### src/rtl/iterative_mdu.sv
// rtl/iterative_mdu.sv - iterative HI/LO multiply/divide unit; MDU_MACC_EN enables madd/maddu/msub/msubu
module iterative_mdu #(
  parameter int WIDTH    = 32,
  parameter int MUL_STEP = 4
) (
  input  logic             clk,
  input  logic             reset,
  input  logic             start,
  input  logic [3:0]       op,
  input  logic [WIDTH-1:0] d1,
  input  logic [WIDTH-1:0] d2,
  input  logic             req,
  output logic             busy,
  output logic [WIDTH-1:0] hi,
  output logic [WIDTH-1:0] lo
);

  localparam int MUL_LAT = WIDTH / MUL_STEP;
  localparam int CW      = $clog2(WIDTH + 1);
  localparam logic [CW-1:0] MUL_CNT = CW'(MUL_LAT);
  localparam logic [CW-1:0] DIV_CNT = CW'(WIDTH);
  localparam logic [CW-1:0] CNT_ONE = CW'(1);

  typedef enum logic [1:0] {S_IDLE, S_MUL, S_DIV, S_FIX} state_t;

  state_t               state_q, state_d;
  logic [CW-1:0]        cnt_q, cnt_d;
  logic [2*WIDTH-1:0]   acc_q, acc_d;    // product accumulator, or {remainder, quotient}
  logic [WIDTH-1:0]     opnd_q, opnd_d;  // multiplicand or divisor magnitude
  logic                 is_div_q, is_div_d;
  logic                 neg_q, neg_d;    // product / quotient sign
  logic                 rneg_q, rneg_d;  // remainder sign
  logic                 dz_q, dz_d;      // divide by zero
  logic [WIDTH-1:0]     hi_q, hi_d;
  logic [WIDTH-1:0]     lo_q, lo_d;
`ifdef MDU_MACC_EN
  logic                 macc_q, macc_d;
  logic                 msub_q, msub_d;
  logic                 is_acc_op, is_sub_op;
`endif

  logic                 is_mul_op, is_div_op, is_sgn_op, issue;
  logic                 a_neg, b_neg;
  logic [WIDTH-1:0]     a_mag, b_mag;
  logic [WIDTH+MUL_STEP-1:0] pp, upper;
  logic [2*WIDTH-1:0]   mul_next, mul_res, fix_mul;
  logic [WIDTH:0]       rem_sh, diff;
  logic                 q_bit;
  logic [2*WIDTH-1:0]   div_next;
  logic [WIDTH-1:0]     quo_fix, rem_fix;

  // Decode the op field into operation classes
  always_comb begin
    is_mul_op = 1'b0;
    is_div_op = 1'b0;
    is_sgn_op = 1'b0;
`ifdef MDU_MACC_EN
    is_acc_op = 1'b0;
    is_sub_op = 1'b0;
`endif
    case (op)
      4'd1: begin is_mul_op = 1'b1; is_sgn_op = 1'b1; end
      4'd2: is_mul_op = 1'b1;
      4'd3: begin is_div_op = 1'b1; is_sgn_op = 1'b1; end
      4'd4: is_div_op = 1'b1;
`ifdef MDU_MACC_EN
      4'd9:  begin is_mul_op = 1'b1; is_sgn_op = 1'b1; is_acc_op = 1'b1; end
      4'd10: begin is_mul_op = 1'b1; is_acc_op = 1'b1; end
      4'd11: begin is_mul_op = 1'b1; is_sgn_op = 1'b1; is_acc_op = 1'b1; is_sub_op = 1'b1; end
      4'd12: begin is_mul_op = 1'b1; is_acc_op = 1'b1; is_sub_op = 1'b1; end
`endif
      default: ;
    endcase
  end

  assign issue = start & ~req & (is_mul_op | is_div_op) & (state_q == S_IDLE);
  assign busy  = (state_q != S_IDLE) | (start & ~req & (is_mul_op | is_div_op));
  assign hi    = hi_q;
  assign lo    = lo_q;

  // Operand magnitudes and datapath step / sign-fixup values
  always_comb begin
    a_neg = is_sgn_op & d1[WIDTH-1];
    b_neg = is_sgn_op & d2[WIDTH-1];
    a_mag = a_neg ? -d1 : d1;
    b_mag = b_neg ? -d2 : d2;

    // Multiply: low MUL_STEP bits of the accumulator hold the next multiplier slice
    pp       = {{MUL_STEP{1'b0}}, opnd_q} * {{WIDTH{1'b0}}, acc_q[MUL_STEP-1:0]};
    upper    = {{MUL_STEP{1'b0}}, acc_q[2*WIDTH-1:WIDTH]} + pp;
    mul_next = {upper, acc_q[WIDTH-1:MUL_STEP]};

    // Restoring divide: remainder in the upper half, dividend/quotient in the lower half
    rem_sh   = {acc_q[2*WIDTH-1:WIDTH], acc_q[WIDTH-1]};
    diff     = rem_sh - {1'b0, opnd_q};
    q_bit    = ~diff[WIDTH];
    div_next = {(q_bit ? diff[WIDTH-1:0] : rem_sh[WIDTH-1:0]), acc_q[WIDTH-2:0], q_bit};

    mul_res = neg_q ? -acc_q : acc_q;
`ifdef MDU_MACC_EN
    if (macc_q) fix_mul = msub_q ? ({hi_q, lo_q} - mul_res) : ({hi_q, lo_q} + mul_res);
    else        fix_mul = mul_res;
`else
    fix_mul = mul_res;
`endif
    quo_fix = neg_q  ? -acc_q[WIDTH-1:0]       : acc_q[WIDTH-1:0];
    rem_fix = rneg_q ? -acc_q[2*WIDTH-1:WIDTH] : acc_q[2*WIDTH-1:WIDTH];
  end

  // Next-state logic: issue, iterate, fix up, abort and mthi/mtlo writes
  always_comb begin
    state_d  = state_q;
    cnt_d    = cnt_q;
    acc_d    = acc_q;
    opnd_d   = opnd_q;
    is_div_d = is_div_q;
    neg_d    = neg_q;
    rneg_d   = rneg_q;
    dz_d     = dz_q;
    hi_d     = hi_q;
    lo_d     = lo_q;
`ifdef MDU_MACC_EN
    macc_d   = macc_q;
    msub_d   = msub_q;
`endif
    if (req && state_q != S_IDLE) begin
      state_d = S_IDLE;
      cnt_d   = '0;
    end else begin
      case (state_q)
        S_IDLE: begin
          if (issue) begin
            state_d  = is_mul_op ? S_MUL : S_DIV;
            cnt_d    = is_mul_op ? MUL_CNT : DIV_CNT;
            acc_d    = {{WIDTH{1'b0}}, (is_mul_op ? b_mag : a_mag)};
            opnd_d   = is_mul_op ? a_mag : b_mag;
            is_div_d = is_div_op;
            neg_d    = a_neg ^ b_neg;
            rneg_d   = a_neg;
            dz_d     = (d2 == '0);
`ifdef MDU_MACC_EN
            macc_d   = is_acc_op;
            msub_d   = is_sub_op;
`endif
          end else if (!start && !req) begin
            if (op == 4'd7) hi_d = d1;
            if (op == 4'd8) lo_d = d1;
          end
        end
        S_MUL: begin
          acc_d = mul_next;
          cnt_d = cnt_q - CNT_ONE;
          if (cnt_q == CNT_ONE) state_d = S_FIX;
        end
        S_DIV: begin
          acc_d = div_next;
          cnt_d = cnt_q - CNT_ONE;
          if (cnt_q == CNT_ONE) state_d = S_FIX;
        end
        S_FIX: begin
          state_d = S_IDLE;
          if (is_div_q) begin
            if (!dz_q) begin
              hi_d = rem_fix;
              lo_d = quo_fix;
            end
          end else begin
            {hi_d, lo_d} = fix_mul;
          end
        end
        default: state_d = S_IDLE;
      endcase
    end
  end

  // All unit state, FSM included, with synchronous reset
  always_ff @(posedge clk) begin
    if (reset) begin
      state_q  <= S_IDLE;
      cnt_q    <= '0;
      acc_q    <= '0;
      opnd_q   <= '0;
      is_div_q <= 1'b0;
      neg_q    <= 1'b0;
      rneg_q   <= 1'b0;
      dz_q     <= 1'b0;
      hi_q     <= '0;
      lo_q     <= '0;
`ifdef MDU_MACC_EN
      macc_q   <= 1'b0;
      msub_q   <= 1'b0;
`endif
    end else begin
      state_q  <= state_d;
      cnt_q    <= cnt_d;
      acc_q    <= acc_d;
      opnd_q   <= opnd_d;
      is_div_q <= is_div_d;
      neg_q    <= neg_d;
      rneg_q   <= rneg_d;
      dz_q     <= dz_d;
      hi_q     <= hi_d;
      lo_q     <= lo_d;
`ifdef MDU_MACC_EN
      macc_q   <= macc_d;
      msub_q   <= msub_d;
`endif
    end
  end

endmodule

### config.mk
export PLATFORM = sky130hd
export DESIGN_NAME = iterative_mdu
export DESIGN_NICKNAME = d
export VERILOG_FILES = /design/src/rtl/iterative_mdu.sv
export SDC_FILE = /design/constraint.sdc
export NUM_CORES = 1
export LEC_CHECK = 0
export BUFFER_PORTS_ARGS = -buffer_cell sky130_fd_sc_hd__buf_2
export CORE_UTILIZATION = 61
export DETAILED_ROUTE_END_ITERATION = 8
export HOLD_SLACK_MARGIN = 0.06
export PLACE_DENSITY_LB_ADDON = 0.05
export SLEW_MARGIN = 20
export SYNTH_ARGS = -nofsm -noshare
export SYNTH_HDL_FRONTEND = slang
export SYNTH_SLANG_ARGS = --single-unit
### constraint.sdc
create_clock -name clk -period 6.44 [get_ports clk]
set_input_delay 1.288 -clock clk [delete_from_list [all_inputs] [get_ports clk]]
set_output_delay 1.288 -clock clk [all_outputs]
set_load 0.1 [all_outputs]
==> results.txt, run 1 <==
- Routed via count divided by cell count: 6.47
* Synth Area per Inst: 7.37 um^2
* Part of the Yosys area used for sequential elements: 19.0%
- Worst skew pair latency: 0.46 ns
* Number of ports placed on the die boundary: 137
- The die covers 30400 um^2.
- The detailed router finished its first iteration with 2455 violations.
- Synthesized netlist net count: 2705
- Most instantiated flip-flop cell in the synthesis netlist: sky130_fd_sc_hd__dfxtp_1
* CTS Buf Count: 17
- For flop-to-flop paths, the worst setup slack is 0.65 ns.
- Global Route met1 Usage: 55.8%
* Net switching power of the design: 2.40 mW
- Sequential cells burn 28.5% of the power.
* Clock share of power: 23.0%
- In the final design database the tool counted 2738 nets.
- In this run the worst path has a maximum fanout of 21.
* Crit path time final: 5.79 ns
* Total overflow reported by the global router: 0
* Wirelength per Cell: 21.8 um
- Antenna violation net count after detailed routing: 0
* Count of cells along the worst register-to-register path: 18
- Clock-pin slew was measured on the worst setup and hold paths at 0.08 ns.
- Capturing element type of the critical path: flop
- Yosys printed 0 warnings.
* Via count: 18700
- After routing, the total negative slack on setup checks comes to 0 ns.
- Cell taking the most area after synthesis: sky130_fd_sc_hd__dfxtp_1
- The core region is 28900 um^2.
- CP Launch Type: flop
- H-tree level count: 4
- Setup repair after global routing left no endpoint under its margin.
- Row generation in the floorplan step produced 62 rows.
* Number of instances in the synthesized netlist: 2454
- Number of enable flip-flop cells after synthesis: 0
- On the final layout, the worst clock skew is 0.0141 ns.
- By area the synthesized netlist is led by sky130_fd_sc_hd__dfxtp_1 19%, sky130_fd_sc_hd__fa_1 10%, sky130_fd_sc_hd__a21oi_1 6.1%, sky130_fd_sc_hd__ha_1 6.0%, sky130_fd_sc_hd__nor2_1 5.7%.
- Number of buffers added to fix hold violations after cts: 0
* Worst vdd rail ir drop: 0.241 mV
- TritonCTS built the clock tree.
- Sinks on the clock net: 172
- The internal portion of the total power is 2.36 mW.
- Global routing used 41.2% of the available tracks across all layers.
* DRC violation count after routing: 0
- Number of stages on the worst hold path: 2
* Number of max-slew violations in the final report: 0
* Count of input and output buffers: 136
- The number of global-route vias before repair is 17200.
* Max-cap violations: 0
- After global routing, the most crowded layer is met2.
* Number of gates given a new drive strength after cts: 0
* Initial standard-cell utilization of the core: 62.5%
- Net switching is 50.4% of the power.
- The initial antenna violation count is 0.
- Pin slew with the least headroom to its limit: 1.15 ns
- In this run, distinct cell masters in the synthesized netlist total 81.
- The HPWL after detailed placement is 48.6 mm.
* Cell Area, Placed: 19000 um^2
* Count of inserted antenna diode cells: 0
- Summed over all cells, the static leakage comes to 8.25 nW.
- Routability-driven placement finished with a final weighted congestion of 1.02.
- Die height: 174 um
- The first global-routing pass estimated 97.3 mm of wire.
* Met3 Use GR: 8.27%
- Run status: complete, no violations
- The tightest min-delay check is of the flop to flop type.
* Post-route cell area: 19600 um^2
* Relative max-transition margin: 22.5%
- The synthesized design contains 172 register bits.
* Setup bufs post-CTS: 0
- The synthesized design devotes to its leading area cell type 19.0% of total area.
- Post-route clock period utilization: 89.9%
- Fmax: 173 MHz
- In the final layout, the share of cells above drive strength 1 is 9.40%.
- Entering global routing, the biggest net connects 78 pins.
* Aggregate routed wire length: 62.9 mm
- Fraction of synthesis flops using an asynchronous set or reset pin: 0%
* Die width: 174 um
- Setup violations remaining at the end of the flow were counted as 0.
* Number of detailed-routing iterations run before antenna repair: 6
- Data arrival time of the critical path: 6.17 ns
- The hold violation count in the final report was 0.
* Worst hold-check slack: 0.464 ns
- Area Overhead vs Synth: 8.13%
- Data on the critical path is required at its endpoint by 6.82 ns.
- For met2 alone, demand over resource in global routing was 63.0%.
- Summing every instance area after synthesis gives 18100 um^2.
* Kind of critical path: flop to flop
- For this design the ratio of total power to cell area is 243 nW/um^2.
- The share of total power dissipated in combinational logic is 48.4%.
- The clock passes through at most 2 buffers.
* Clk Tree Root Cell: sky130_fd_sc_hd__clkbuf_16
-- layout by cell type, fill, tap and decap left out, drive strengths merged, types with 11 or more instances in the layout --
cell	instances
a22oi	52
a31oi	16
clkbuf	17
inv	234
o21bai	13
nor2	275
xor2	58
nand3	45
and2	65
ha	87
nand2	255
nor4	22
buf	166
a21o	36
mux2i	50
nor2b	11
a211oi	80
o41ai	15
or4	12
dfxtp	172
nor3	30
o21a	15
a211o	11
or3	16
o211ai	24
nand4	11
xnor2	116
fa	92
a21oi	220
o21ai	121
and3	16
o31ai	20
nand2b	13
-- cell type report --
class                   instances  area, um^2
flip-flops and latches        172        3440
repair buffers                166         908
clock buffers                  17         425
well taps                     384         480
clock inverters                15         189
fillers                      2527        9370
multi-input cells            1904       13300
inverters                     226         848
-- power groups by stage --
| stage | logic [mW] | clock network [mW] | registers, mW |
|---|---|---|---|
| floorplan | 1.37 | 0 | 1.66 |
| global placement | 2.22 | 0 | 1.37 |
| detailed placement | 2.24 | 0 | 1.37 |
| CTS | 2.26 | 1.09 | 1.35 |
| global route | 2.45 | 1.13 | 1.37 |
| finish | 2.31 | 1.10 | 1.36 |
-- cells in the mapped netlist, types with 45 or more instances --
cell type / n
sky130_fd_sc_hd__a21oi_1: 220
sky130_fd_sc_hd__nor2_1: 275
sky130_fd_sc_hd__nand2_1: 255
sky130_fd_sc_hd__fa_1: 92
sky130_fd_sc_hd__clkbuf_1: 123
sky130_fd_sc_hd__dfxtp_1: 172
sky130_fd_sc_hd__a211oi_1: 80
sky130_fd_sc_hd__o21ai_0: 116
sky130_fd_sc_hd__xor2_1: 58
sky130_fd_sc_hd__xnor2_1: 116
sky130_fd_sc_hd__a22oi_1: 52
sky130_fd_sc_hd__inv_1: 226
sky130_fd_sc_hd__ha_1: 87
sky130_fd_sc_hd__mux2i_1: 50
sky130_fd_sc_hd__and2_1: 65
sky130_fd_sc_hd__nand3_1: 45
-- state kept, by name, summed over array words and instances (netlist names), 2 cells and up --
name and count:
lo 32, state_q 2, cnt_q 6, hi 32, acc_q 64, opnd_q 32
-- worst max-delay path: stages (launching register included) --
cell and delay, ns:
sky130_fd_sc_hd__dfxtp_1 0.50, sky130_fd_sc_hd__inv_1 0.26, sky130_fd_sc_hd__buf_4 0.29, sky130_fd_sc_hd__nor2_1 0.14
sky130_fd_sc_hd__fa_1 0.47, sky130_fd_sc_hd__fa_1 0.56, sky130_fd_sc_hd__inv_1 0.06, sky130_fd_sc_hd__fa_1 0.49
sky130_fd_sc_hd__inv_1 0.04, sky130_fd_sc_hd__ha_1 0.36, sky130_fd_sc_hd__a21oi_1 0.20, sky130_fd_sc_hd__o21ai_0 0.18
sky130_fd_sc_hd__a221o_1 0.36, sky130_fd_sc_hd__a31oi_1 0.40, sky130_fd_sc_hd__o21ai_0 0.31, sky130_fd_sc_hd__a311oi_1 0.59
sky130_fd_sc_hd__o21ai_0 0.21, sky130_fd_sc_hd__xor2_1 0.17, sky130_fd_sc_hd__o21ai_0 0.13
-- logic make-up after synthesis --
group	synth area share, %
and+or+nand+nor	20.7
AOI/OAI and AO/OA	24.7
buffers and inverters	7.98
adders and majority gates	16.2
xor gates and xnor gates	8.42
DFF	19.0
muxes	2.89
-- layer usage --
layer  share of wire (%)  vias to the layer above
met1                  41                     8749
met3                  12                      201
met4                 5.2                        0
met2                  42                     1148
met5                   0                        -
li1                    -                     8564
-- stage by stage --
step           instances  setup slack [ns]  utilization (%)  total power [mW]
6_report            2884             0.650             67.6              4.76
4_1_cts             2884             0.724             67.6              4.70
5_1_grt             2884             0.269             67.6              4.95
3_5_place_dp        2852             0.773             65.5              3.62
2_1_floorplan       2454              1.13                -              3.03
3_3_place_gp        2852             0.878             65.5              3.59
-- path summary, 6_finish.rpt --
path,from,endpoint
hold / removal,hi[14],hi[14]
setup reg to reg,acc_q[1],acc_q[63]
hold reg to reg,hi[14],hi[14]
setup / recovery,acc_q[1],acc_q[63]
(Power assumes the default switching activity.)
==> run 2: changes to the inputs <==
==> constraint.sdc (replaced) <==
create_clock -name clk -period 6.44 [get_ports clk]
set_input_delay 0.644 -clock clk [delete_from_list [all_inputs] [get_ports clk]]
set_output_delay 0.644 -clock clk [all_outputs]
set_load 0.1 [all_outputs]
==> run 2 against run 1 <==
First-iteration DRC count is 1.9% lower; register-to-register slack about the same; routed wire length grew 0.10%; sequential power hardly changed; clock skew increased by 0.0074 ns; critical endpoint unchanged.
==> results.txt, run 2 (synthesis results as in run 1) <==
- CP Launch Type: flop
* Placed wire-length estimate: 48.3 mm (-0.64%)
- The number of global-route vias before repair came to 17100 (-0.36%).
* Worst skew pair latency: 0.47 ns (about the same)
* Fraction of layout instances using a drive strength above 1: 9.22% (-0.18 points)
- The top cell types in the final layout, fill and taps aside, are 273 x sky130_fd_sc_hd__nor2_1, 255 x sky130_fd_sc_hd__nand2_1, 226 x sky130_fd_sc_hd__inv_1.
- The area overhead of the layout relative to synthesis is 8.06% (about the same).
- Met3 Use GR: 6.91% (-1.4 points)
- Count of cells along the worst register-to-register path: 17 (-1)
- Start point of the critical path: acc_q[3]
- The maximum vdd ir drop came to 0.239 mV (-0.60%).
- The remaining antenna violation count is 0 (unchanged).
- The initial antenna violation count came to 0 (unchanged).
* Count of input and output buffers: 136 (unchanged)
- The worst endpoint required time is 6.82 ns (about the same).
- The final net count is 2733 (-0.18%).
- Data arrival time of the critical path: 6.17 ns (about the same)
- Reg2Reg Capture Point: acc_q[63]
- The placeable core region was 28900 um^2 (unchanged).
- Number of placed cells counting well taps: 2847 (-0.18%)
- Number of gates given a new drive strength after cts: 0 (unchanged)
* Detailed Route Iter0 Violations: 2409 (-1.9%)
* Top fanout value on the critical path: 22 (+4.8%)
* Final setup skew: 0.0214 ns (+0.00735 ns)
- The startpoint identified for the worst register-to-register timing path is acc_q[3].
* Total overflow reported by the global router: 0 (unchanged)
- Pin slew with the least headroom to its limit: 1.12 ns (-0.0364 ns)
* DRC violation count after routing: 0 (unchanged)
* Post-route insts no fill: 2879 (-0.17%)
* Crit path time final: 5.79 ns (-0.00155 ns)
- The total power density per cell area came to 245 nW/um^2 (+0.67%).
- Post-route clock period utilization: 89.9% (about the same)
- The critical path is of the flop to flop type.
* Register-to-register setup slack: 0.65 ns (about the same)
* Setup violation total in the final timing report: 0 (unchanged)
- The count of TritonRoute iterations in the first routing pass came to 6 (unchanged).
- TritonCTS built the clock tree.
- Clk Tree Root Cell: sky130_fd_sc_hd__clkbuf_16
- Setup repair after global routing left no endpoint under its margin.
- The clock-pin slew on the worst setup and hold paths was 0.08 ns (about the same).
- Most frequent standard cell in the layout excluding fill and tap cells: sky130_fd_sc_hd__nor2_1
* Routability cong.: 1.03 (+1.5%)
- The met1 track demand over resource came to 57.4% (+1.6 points).
* Leakage: 8.23 nW (-0.21%)
* Worst hold path class: flop to flop
- The number of core rows came to 62 (unchanged).
* Die Footprint: 30400 um^2 (unchanged)
- The wire length after detailed routing is 63.0 mm (+0.10%).
- The largest net degree at the start of global routing was 76 (-2.6%).
* Count of inserted antenna diode cells: 0 (unchanged)
- Setup TNS: 0 ns (unchanged)
* Via count: 18800 (+0.55%)
* GRT Max-Usage Layer: met2
- The post-route cell area is 19600 um^2 (about the same).
- Relative max-transition margin: 25.3% (+2.8 points)
- Met2 track demand over resource in global routing: 62.1% (-0.91 points)
* Routed via count divided by cell count: 6.52 (+0.72%)
- Number of hold-slack violations in the final timing report: 0 (unchanged)
- The post-cts hold buffer count is 0 (unchanged).
- Overall power after layout: 4.79 mW (+0.61%)
* Number of max-slew violations in the final report: 0 (unchanged)
- Capturing element type of the critical path: flop
* Max-cap violations: 0 (unchanged)
- The flip-flop count of the largest register, all copies and words added came to 64 (unchanged).
* Run status: complete, no violations
* Sinks on the clock net: 172 (unchanged)
- The all-layer global routing usage was 41.3% (+0.055 points).
- Number of buffers between clock root and the deepest sink: 2 (unchanged)
- Global-route wire length before repair: 97.3 mm (about the same)
- The highest attainable clock frequency came to 173 MHz (about the same).
- The die height was 174 um (unchanged).
* Most flop-heavy register: acc_q
- H-tree level count: 4 (unchanged)
* Die width: 174 um (unchanged)
- The starting utilization of the core area was 62.5% (unchanged).
* Number of ports placed on the die boundary: 137 (unchanged)
* Critical path endpoint: acc_q[63]
* Setup bufs post-CTS: 0 (unchanged)
- The area after detailed placement was 18900 um^2 (-0.20%).
- The mean routed wirelength per cell came to 21.9 um (+0.27%).
- CTS Buf Count: 17 (unchanged)
[run 2: metal layers]
metal | up-vias | share of wire (%) | routed length (um)
met4 | 0 | 5.0 | 3180
met5 | - | 0 | 0
met2 | 1181 | 43 | 27000
met3 | 192 | 12 | 7350
li1 | 8524 | - | -
met1 | 8867 | 40 | 25400
[run 2: layout make-up]
cell class / count / area [um^2]
repair buffers: 161 / 871
fillers: 2588 / 9380
multi-input cells: 1904 / 13300
well taps: 384 / 480
clock buffers: 17 / 425
clock inverters: 15 / 214
inverters: 226 / 848
flip-flops and latches: 172 / 3440
[run 2: critical path, stage by stage (launching register included)]
cell and delay, ns:
sky130_fd_sc_hd__dfxtp_1 0.76, sky130_fd_sc_hd__buf_4 0.35, sky130_fd_sc_hd__and2_1 0.19, sky130_fd_sc_hd__fa_1 0.43, sky130_fd_sc_hd__fa_1 0.55, sky130_fd_sc_hd__inv_1 0.06, sky130_fd_sc_hd__fa_1 0.50, sky130_fd_sc_hd__inv_1 0.04
sky130_fd_sc_hd__ha_1 0.36, sky130_fd_sc_hd__a21o_1 0.23, sky130_fd_sc_hd__a21o_1 0.18, sky130_fd_sc_hd__a221o_1 0.29, sky130_fd_sc_hd__a31oi_1 0.35, sky130_fd_sc_hd__o21ai_0 0.27, sky130_fd_sc_hd__a311oi_1 0.61, sky130_fd_sc_hd__o21ai_0 0.22
sky130_fd_sc_hd__xor2_1 0.17, sky130_fd_sc_hd__o21ai_0 0.15
[run 2: stage by stage]
stage	hold slack [ns]	setup slack, ns	util (%)
after CTS	0.467	0.709	67.6
final	0.466	0.651	67.6
after global placement	0.450	0.861	65.4
after global routing	0.496	0.226	67.6
after detailed placement	0.455	0.731	65.4
after floorplan	0.432	1.13	-
[run 2: worst min path at each step]
| stage | start | endpoint | cells after the start | slack [ns] |
|---|---|---|---|---|
| floorplan | dz_q | dz_q | 2 | 0.43 |
| global placement | dz_q | dz_q | 2 | 0.45 |
| detailed placement | dz_q | dz_q | 2 | 0.45 |
| CTS | dz_q | dz_q | 2 | 0.47 |
| global route | hi[31] | hi[31] | 2 | 0.50 |
| finish | dz_q | dz_q | 2 | 0.47 |
[run 2: report_power, final]
group,switching [mW],total [mW],internal (mW)
Sequential,0.173,1.36,1.19
Combinational,1.65,2.29,0.642
Clock,0.572,1.14,0.571
Total,2.39,4.79,2.40
